`config.mk`:
```
export PLATFORM = sky130hd
export DESIGN_NAME = pipelined_ripple_carry_addr
export DESIGN_NICKNAME = d
export VERILOG_FILES = /design/src/rtl/pipelined_ripple_carry_addr.sv
export SDC_FILE = /design/constraint.sdc
export NUM_CORES = 1
export LEC_CHECK = 0
export CAP_MARGIN = 10
export CORE_MARGIN = 4
export CORE_UTILIZATION = 60
export DETAILED_ROUTE_END_ITERATION = 10
export GPL_ROUTABILITY_DRIVEN = 0
export PLACE_DENSITY = 0.85
export SLEW_MARGIN = 30
export SYNTH_ARGS = -nofsm -noshare
export SYNTH_HDL_FRONTEND = slang
export SYNTH_SLANG_ARGS = --single-unit
```
`constraint.sdc`:
```
create_clock -name clk -period 9.9 [get_ports clk]
set_clock_uncertainty 0.2 [all_clocks]
set_input_delay 1.98 -clock clk [delete_from_list [all_inputs] [get_ports clk]]
set_output_delay 1.98 -clock clk [all_outputs]
set_load 0.02 [all_outputs]
```
`src/rtl/pipelined_ripple_carry_addr.sv`:
```
// WIDTH-bit adder cut into STAGES registered ripple slices with valid/ready backpressure.
// Optional `define ADDR_OVF_EN adds a registered signed-overflow output (ovf).
module pipelined_ripple_carry_addr #(
  parameter int WIDTH  = 64,
  parameter int STAGES = 4
) (
  input  logic             clk,
  input  logic             rst,
  input  logic             in_valid,
  output logic             in_ready,
  input  logic [WIDTH-1:0] in1,
  input  logic [WIDTH-1:0] in2,
  input  logic             cin,
  output logic             out_valid,
  input  logic             out_ready,
  output logic [WIDTH-1:0] out,
  output logic             cout
`ifdef ADDR_OVF_EN
  ,
  output logic             ovf
`endif
);

  localparam int SN = (STAGES >= 1) ? STAGES : 1;
  localparam int S  = WIDTH / SN;
  localparam int L  = SN - 1;

  if (STAGES < 1 || (WIDTH % SN) != 0) begin : g_param_check
    $fatal(1, "pipelined_ripple_carry_addr: WIDTH must be a multiple of STAGES and STAGES >= 1");
  end

  logic             valid_q [SN];
  logic             carry_q [SN];
  logic [WIDTH-1:0] a_q     [SN];
  logic [WIDTH-1:0] b_q     [SN];
  logic [WIDTH-1:0] sum_q   [SN];

  logic [SN-1:0]    adv;
  logic             nxt_v   [SN];
  logic             nxt_c   [SN];
  logic [WIDTH-1:0] nxt_a   [SN];
  logic [WIDTH-1:0] nxt_b   [SN];
  logic [WIDTH-1:0] nxt_sum [SN];

  // Advance enables ripple back from the output; each slice adds its S bits onto the
  // partial sum handed over by the previous stage, operands travel forward unchanged.
  always_comb begin
    logic             run;
    logic [WIDTH-1:0] pa;
    logic [WIDTH-1:0] pb;
    logic [WIDTH-1:0] ps;
    logic             pc;
    logic [S:0]       t;
    run = out_ready;
    for (int k = L; k >= 0; k--) begin
      run    = !valid_q[k] || run;
      adv[k] = run;
    end
    for (int k = 0; k < SN; k++) begin
      if (k == 0) begin
        pa       = in1;
        pb       = in2;
        ps       = '0;
        pc       = cin;
        nxt_v[k] = in_valid;
      end else begin
        pa       = a_q[(k > 0) ? k - 1 : 0];
        pb       = b_q[(k > 0) ? k - 1 : 0];
        ps       = sum_q[(k > 0) ? k - 1 : 0];
        pc       = carry_q[(k > 0) ? k - 1 : 0];
        nxt_v[k] = valid_q[(k > 0) ? k - 1 : 0];
      end
      t = {1'b0, pa[k*S +: S]} + {1'b0, pb[k*S +: S]} + {{S{1'b0}}, pc};
      ps[k*S +: S] = t[S-1:0];
      nxt_a[k]   = pa;
      nxt_b[k]   = pb;
      nxt_sum[k] = ps;
      nxt_c[k]   = t[S];
    end
  end

  // A stage only loads when it advances, so a stalled stage keeps every bit it holds.
  always_ff @(posedge clk) begin
    if (rst) begin
      for (int k = 0; k < SN; k++) begin
        valid_q[k] <= 1'b0;
        carry_q[k] <= 1'b0;
        a_q[k]     <= '0;
        b_q[k]     <= '0;
        sum_q[k]   <= '0;
      end
    end else begin
      for (int k = 0; k < SN; k++) begin
        if (adv[k]) begin
          valid_q[k] <= nxt_v[k];
          carry_q[k] <= nxt_c[k];
          a_q[k]     <= nxt_a[k];
          b_q[k]     <= nxt_b[k];
          sum_q[k]   <= nxt_sum[k];
        end
      end
    end
  end

`ifdef ADDR_OVF_EN
  logic ovf_q;

  // Overflow is resolved as the last slice loads, using the operand MSBs carried this far.
  always_ff @(posedge clk) begin
    if (rst) begin
      ovf_q <= 1'b0;
    end else if (adv[L]) begin
      ovf_q <= (nxt_a[L][WIDTH-1] == nxt_b[L][WIDTH-1]) &&
               (nxt_sum[L][WIDTH-1] != nxt_a[L][WIDTH-1]);
    end
  end

  assign ovf = ovf_q;
`endif

  assign in_ready  = adv[0];
  assign out_valid = valid_q[L];
  assign out       = sum_q[L];
  assign cout      = carry_q[L];

endmodule

```
==> flow_metrics.tcl <==
set metrics [dict create \
    required_ns 7.72 \
    drt-total-wl_um 29300 \
    cts-buffers-inserted 36 \
    synth_seq_cells 360 \
    post-route-min-period_ns 6.06 \
    seqPwrFrac 0.530 \
    drc 0 \
    slew_viol_final 0 \
    hold_buffers 0 \
    cp_max_fo 8 \
    dp.cells 1653 \
    fin_nets 1558 \
    clkTransAtPathRegs_ns 0.06 \
    path_class "input port to primary output" \
    firstDrtPassIters 5 \
    power_frac_clock 0.387 \
    rsz0062_at_grt "false" \
    fin_cells 1717 \
    layout-drive-gt1-share 0.0514 \
    holdPathStages 1 \
    drt_iter0_markers 587 \
    synth.area.top_cells "edfxtp_1 67%, and2_1 12%, ha_1 4.7%" \
    regToRegStartpoint "carry_q[1]$_SDFFCE_PN0P_" \
    ant_nets 0 \
    grt_pass1_wl_um 45900 \
    grt_start_max_net_pins 99 \
    cts_resized 0 \
    cts_tree "yes" \
    syn_area_um2 16100 \
    grt_usage 0.197 \
    initial_utilization 0.613 \
    vias 9411 \
    netlist.top_cell.by_area "edfxtp_1" \
    ys_seq_area_frac 0.673 \
    min_path_type "flip-flop to flip-flop" \
    wl_per_cell_um 17.1 \
    portBuffers 199 \
    antenna_found_initial 0 \
    synthArstFlopShare 0 \
    reg2regPathDepth 8 \
    ys_top_cells_by_count "360 x edfxtp_1, 304 x and2_1, 64 x nor2_1" \
    vias_per_cell 5.48 \
    area_delta_synth_final_pct 21.8 \
    post-cts-setup-buffers 0 \
    startpoint_type "input port" \
    synthMostInstantiatedCell "edfxtp_1" \
    syn-num-nets 1359 \
    ir_drop_mv 0.109 \
    power_density_nw_per_um2 171 \
    power_mw 3.35 \
    swShare 0.206 \
    synth_cell_types 49 \
    hpwl_um 19800 \
    gr-total-overflow 0 \
    clock_latency_ns 0.50 \
    cts.sinks 360 \
    combinationalPowerShare 0.084 \
    finalHoldViolCount 0 \
    period_share 0.612 \
    pin_count 200 \
    yosysTopAreaCellShare 0.673 \
    synth_top_flop_cell "edfxtp_1" \
    power.internal_mw 2.66 \
    slew_headroom 0.415 \
    syn_avg_cell_area_um2 13.9 \
    die-area_um2 29400 \
    htreeDepth 2 \
    clock.fmax_mhz 165 \
    critical_path_arrival_ns 3.88 \
    drv_cap 0 \
    synth_edf_count 360 \
    core-area_um2 26200 \
    cts-root-buf "clkbuf_16" \
    die_h_um 172 \
    setup_viol 0 \
    setup_tns_ns 0 \
    diodes 0 \
    hold_path.startpoint "a_q[0][112]$_SDFFCE_PN0P_" \
    outcome "finished clean" \
    p_leak_nw 7.96 \
    clock_tree.buffer_depth 3 \
    critPathLaunch "out_ready" \
    cp-end-kind "primary output" \
    tightest_slew_ns 0.878 \
    postSynthCellCount 1158 \
    grt_pass1_vias 9391 \
    rows 59 \
    yosysWarningCount 0 \
    die_w_um 172 \
    power.switching_uw 690 \
    holdWs_ns 0.312 \
]
-- layer usage --
metal / global-route usage / up-vias / wire length (um)
met2: 0.353 / 322 / 15000
met4: 0.0854 / 0 / 1210
met3: 0.0388 / 82 / 1870
met5: 0 / - / 0
met1: 0.233 / 4437 / 11200
li1: - / 4570 / -
-- stage by stage --
stage	worst slack, ns	instance area [um2]	utilization
global placement	3.88	18400	0.702
CTS	3.84	19500	0.745
global route	3.75	19600	0.746
finish	3.84	19600	0.746
floorplan	2.49	16100	-
detailed placement	3.85	18400	0.703
-- layout make-up --
cell class,count,area [um2]
sequential,360,10800
fill,1600,6650
multi-input combinational,735,5070
timing repair buffer,207,2080
clock buffer,46,960
tap,335,419
clock inverter,17,154
inverter,17,63.8
-- final timing paths --
kind,to,slack [ns]
hold reg to reg,a_q[0][176]$_SDFFCE_PN0P_,0.31
setup / recovery,in_ready,3.84
hold / removal,a_q[0][176]$_SDFFCE_PN0P_,0.31
setup reg to reg,sum_q[2][46]$_SDFFCE_PN0P_,6.51
-- flip-flops by register name, summed over array words and instances, names as in the netlist --
signal,count
b_q,96
a_q,96
valid_q,4
carry_q,4
sum_q,160
-- critical path: stages --
cell and delay [ns]:
clkdlybuf4s50_1 0.40, nor2b_1 0.64, nand4_1 0.26, clkdlybuf4s50_1 0.60
-- cells by family (layout without fill, tap and decap cells) --
logic type,count (synthesis),in the layout,synth area share
mux,2,2,0.00125
xor+xnor,46,46,0.0251
buf+inv,63,287,0.0149
compound gates,158,158,0.0643
fa+ha+maj,68,68,0.0567
flops,360,360,0.673
simple gates,461,461,0.164
-- layout by cell type (no fill, tap or decap), types with 23 or more instances in the layout --
| master | netlist | final |
|---|---|---|
| ha_1 | 60 | 60 |
| nor2_1 | 64 | 63 |
| edfxtp_1 | 360 | 360 |
| xnor2_1 | 27 | 27 |
| a21oi_1 | 48 | 47 |
| and2_1 | 304 | 304 |
| nand2_1 | 24 | 23 |
| clkdlybuf4s50_1 | 0 | 199 |
| clkbuf_16 | 0 | 37 |
| o21ai_0 | 28 | 28 |
-- power by group through the flow --
stage / Combinational, mW / Sequential [mW] / Clock [mW]
after detailed placement: 0.277 / 1.81 / 0
final: 0.280 / 1.77 / 1.30
after CTS: 0.279 / 1.78 / 1.32
after global placement: 0.267 / 1.80 / 0
after global routing: 0.308 / 1.78 / 1.39
after floorplan: 0.149 / 1.81 / 0
No activity file was read; power rests on OpenSTA's default activity.
==> RTL edit: new RTL, same settings <==
Build with the macro `ADDR_OVF_EN` defined.
--- a/src/rtl/pipelined_ripple_carry_addr.sv
+++ b/src/rtl/pipelined_ripple_carry_addr.sv
@@ -1,4 +1,6 @@
 // WIDTH-bit adder cut into STAGES registered ripple slices with valid/ready backpressure.
 // Optional `define ADDR_OVF_EN adds a registered signed-overflow output (ovf).
+`define ADDR_OVF_EN
+
 module pipelined_ripple_carry_addr #(
   parameter int WIDTH  = 64,
Formal check against the unedited RTL (old outputs only; new: ovf): no difference found for any inputs over 4 cycles, from zero or initial values and one cycle with rst high; that may be too few to reach the edited logic, so the function may still have changed.
==> RTL edit against the original RTL <==
  * Critical endpoint unchanged
  * Largest power group unchanged
  * Largest cell class unchanged
  * Final area rose by 0.19%
  * Power fell by 1.6%
  * Synthesized cell count rose by 0.17%
  * Routed wire length rose by 0.62%
  * Synthesized area rose by 0.24%
  * Setup slack improved by 0.061 ns
  * Maximum frequency rose by 1.0%
  * Cell count rose by 0.41%
  * Sequential cell count rose by 1
==> RTL edit: results (changes against the original RTL) <==
stdcell_count: 1724  # +0.41%
ir_drop_v: 0.000109  # +0.79%
fillerInstances: 1625  # +1.6%
wl_met2_um: 15400  # +2.7%
synth_area_leaders: "edfxtp_1 67%, and2_1 12%, ha_1 4.7%"
wirelength_um: 29500  # +0.62%
crit_path_top_delay_cell: "clkdlybuf4s50_1"
wl_met1_um: 11300  # +0.98%
synthTopCellsByCount: "360 x edfxtp_1, 299 x and2_1, 65 x nor2_1"
wl_met3_um: 2030  # +8.6%
drtIter0Drc: 624  # +6.3%
synth_nets: 1361  # +0.15%
io_buffers: 200  # +0.50%
synthDistinctLibCells: 50  # +2.0%
final_nets: 1568  # +0.64%
vias_per_cell: 5.50  # +0.36%
drive_above_1_share_pct: 5.69  # +0.55 points
met1_usage_pct: 24.1  # +0.79 points
dp_hpwl_um: 20000  # +1.1%
p_int_mw: 2.61  # -1.8%
min_to: "sum_q[3][30]"
cp_max_fo: 10  # +2
grt_use_total_pct: 20.0  # +0.21 points
max_slew_margin_pct: 46.6  # +5.1 points
seq_power_share_pct: 54.0  # +1.0 points
holdCritStartpoint: "sum_q[2][30]"
grt_first_pass_wirelength_um: 46400  # +1.0%
p_leak_nw: 7.98  # +0.23%
pre_cts_slack_ns: 3.56  # -0.289 ns
critical_path_arrival_ns: 3.82  # -0.06 ns
status: "finished clean"
numCtsBuffers: 37  # +2.8%
rrSetupSlack_ns: 6.53  # +0.02 ns
p_clk_mw: 1.25  # -4%
RTL edit: changes by cell type after synthesis, sizes merged, moves of 7 or more:
| cell | unedited run | this run |
|---|---|---|
| o21ai | 28 | 50 |
| nor3 | 11 | 32 |
| a211oi | 8 | 27 |
| a21oi | 48 | 30 |
| xnor2 | 27 | 15 |
| o211ai | 12 | 1 |
| nand4 | 14 | 6 |
| o21a | 6 | 14 |
| clkbuf | 45 | 38 |
RTL edit: cell families after synthesis:
logic type | after synthesis | share of synthesized area, %
xor+xnor | 29 | 1.58
simple gates | 465 | 16.5
buf+inv | 61 | 1.43
compound gates | 173 | 7.31
fa+ha+maj | 68 | 5.66
flops | 361 | 67.3
mux | 3 | 0.187
RTL edit: layout make-up:
class                           instances  area (um^2)  share of cell area [%]
Tap cell                              335          419                    2.14
Clock inverter                         14         65.1                   0.332
Clock buffer                           47         1010                    5.13
Timing Repair Buffer                  208         2090                    10.7
Multi-Input combinational cell        738         5100                    26.1
Inverter                               21         78.8                   0.402
Sequential cell                       361        10800                    55.3
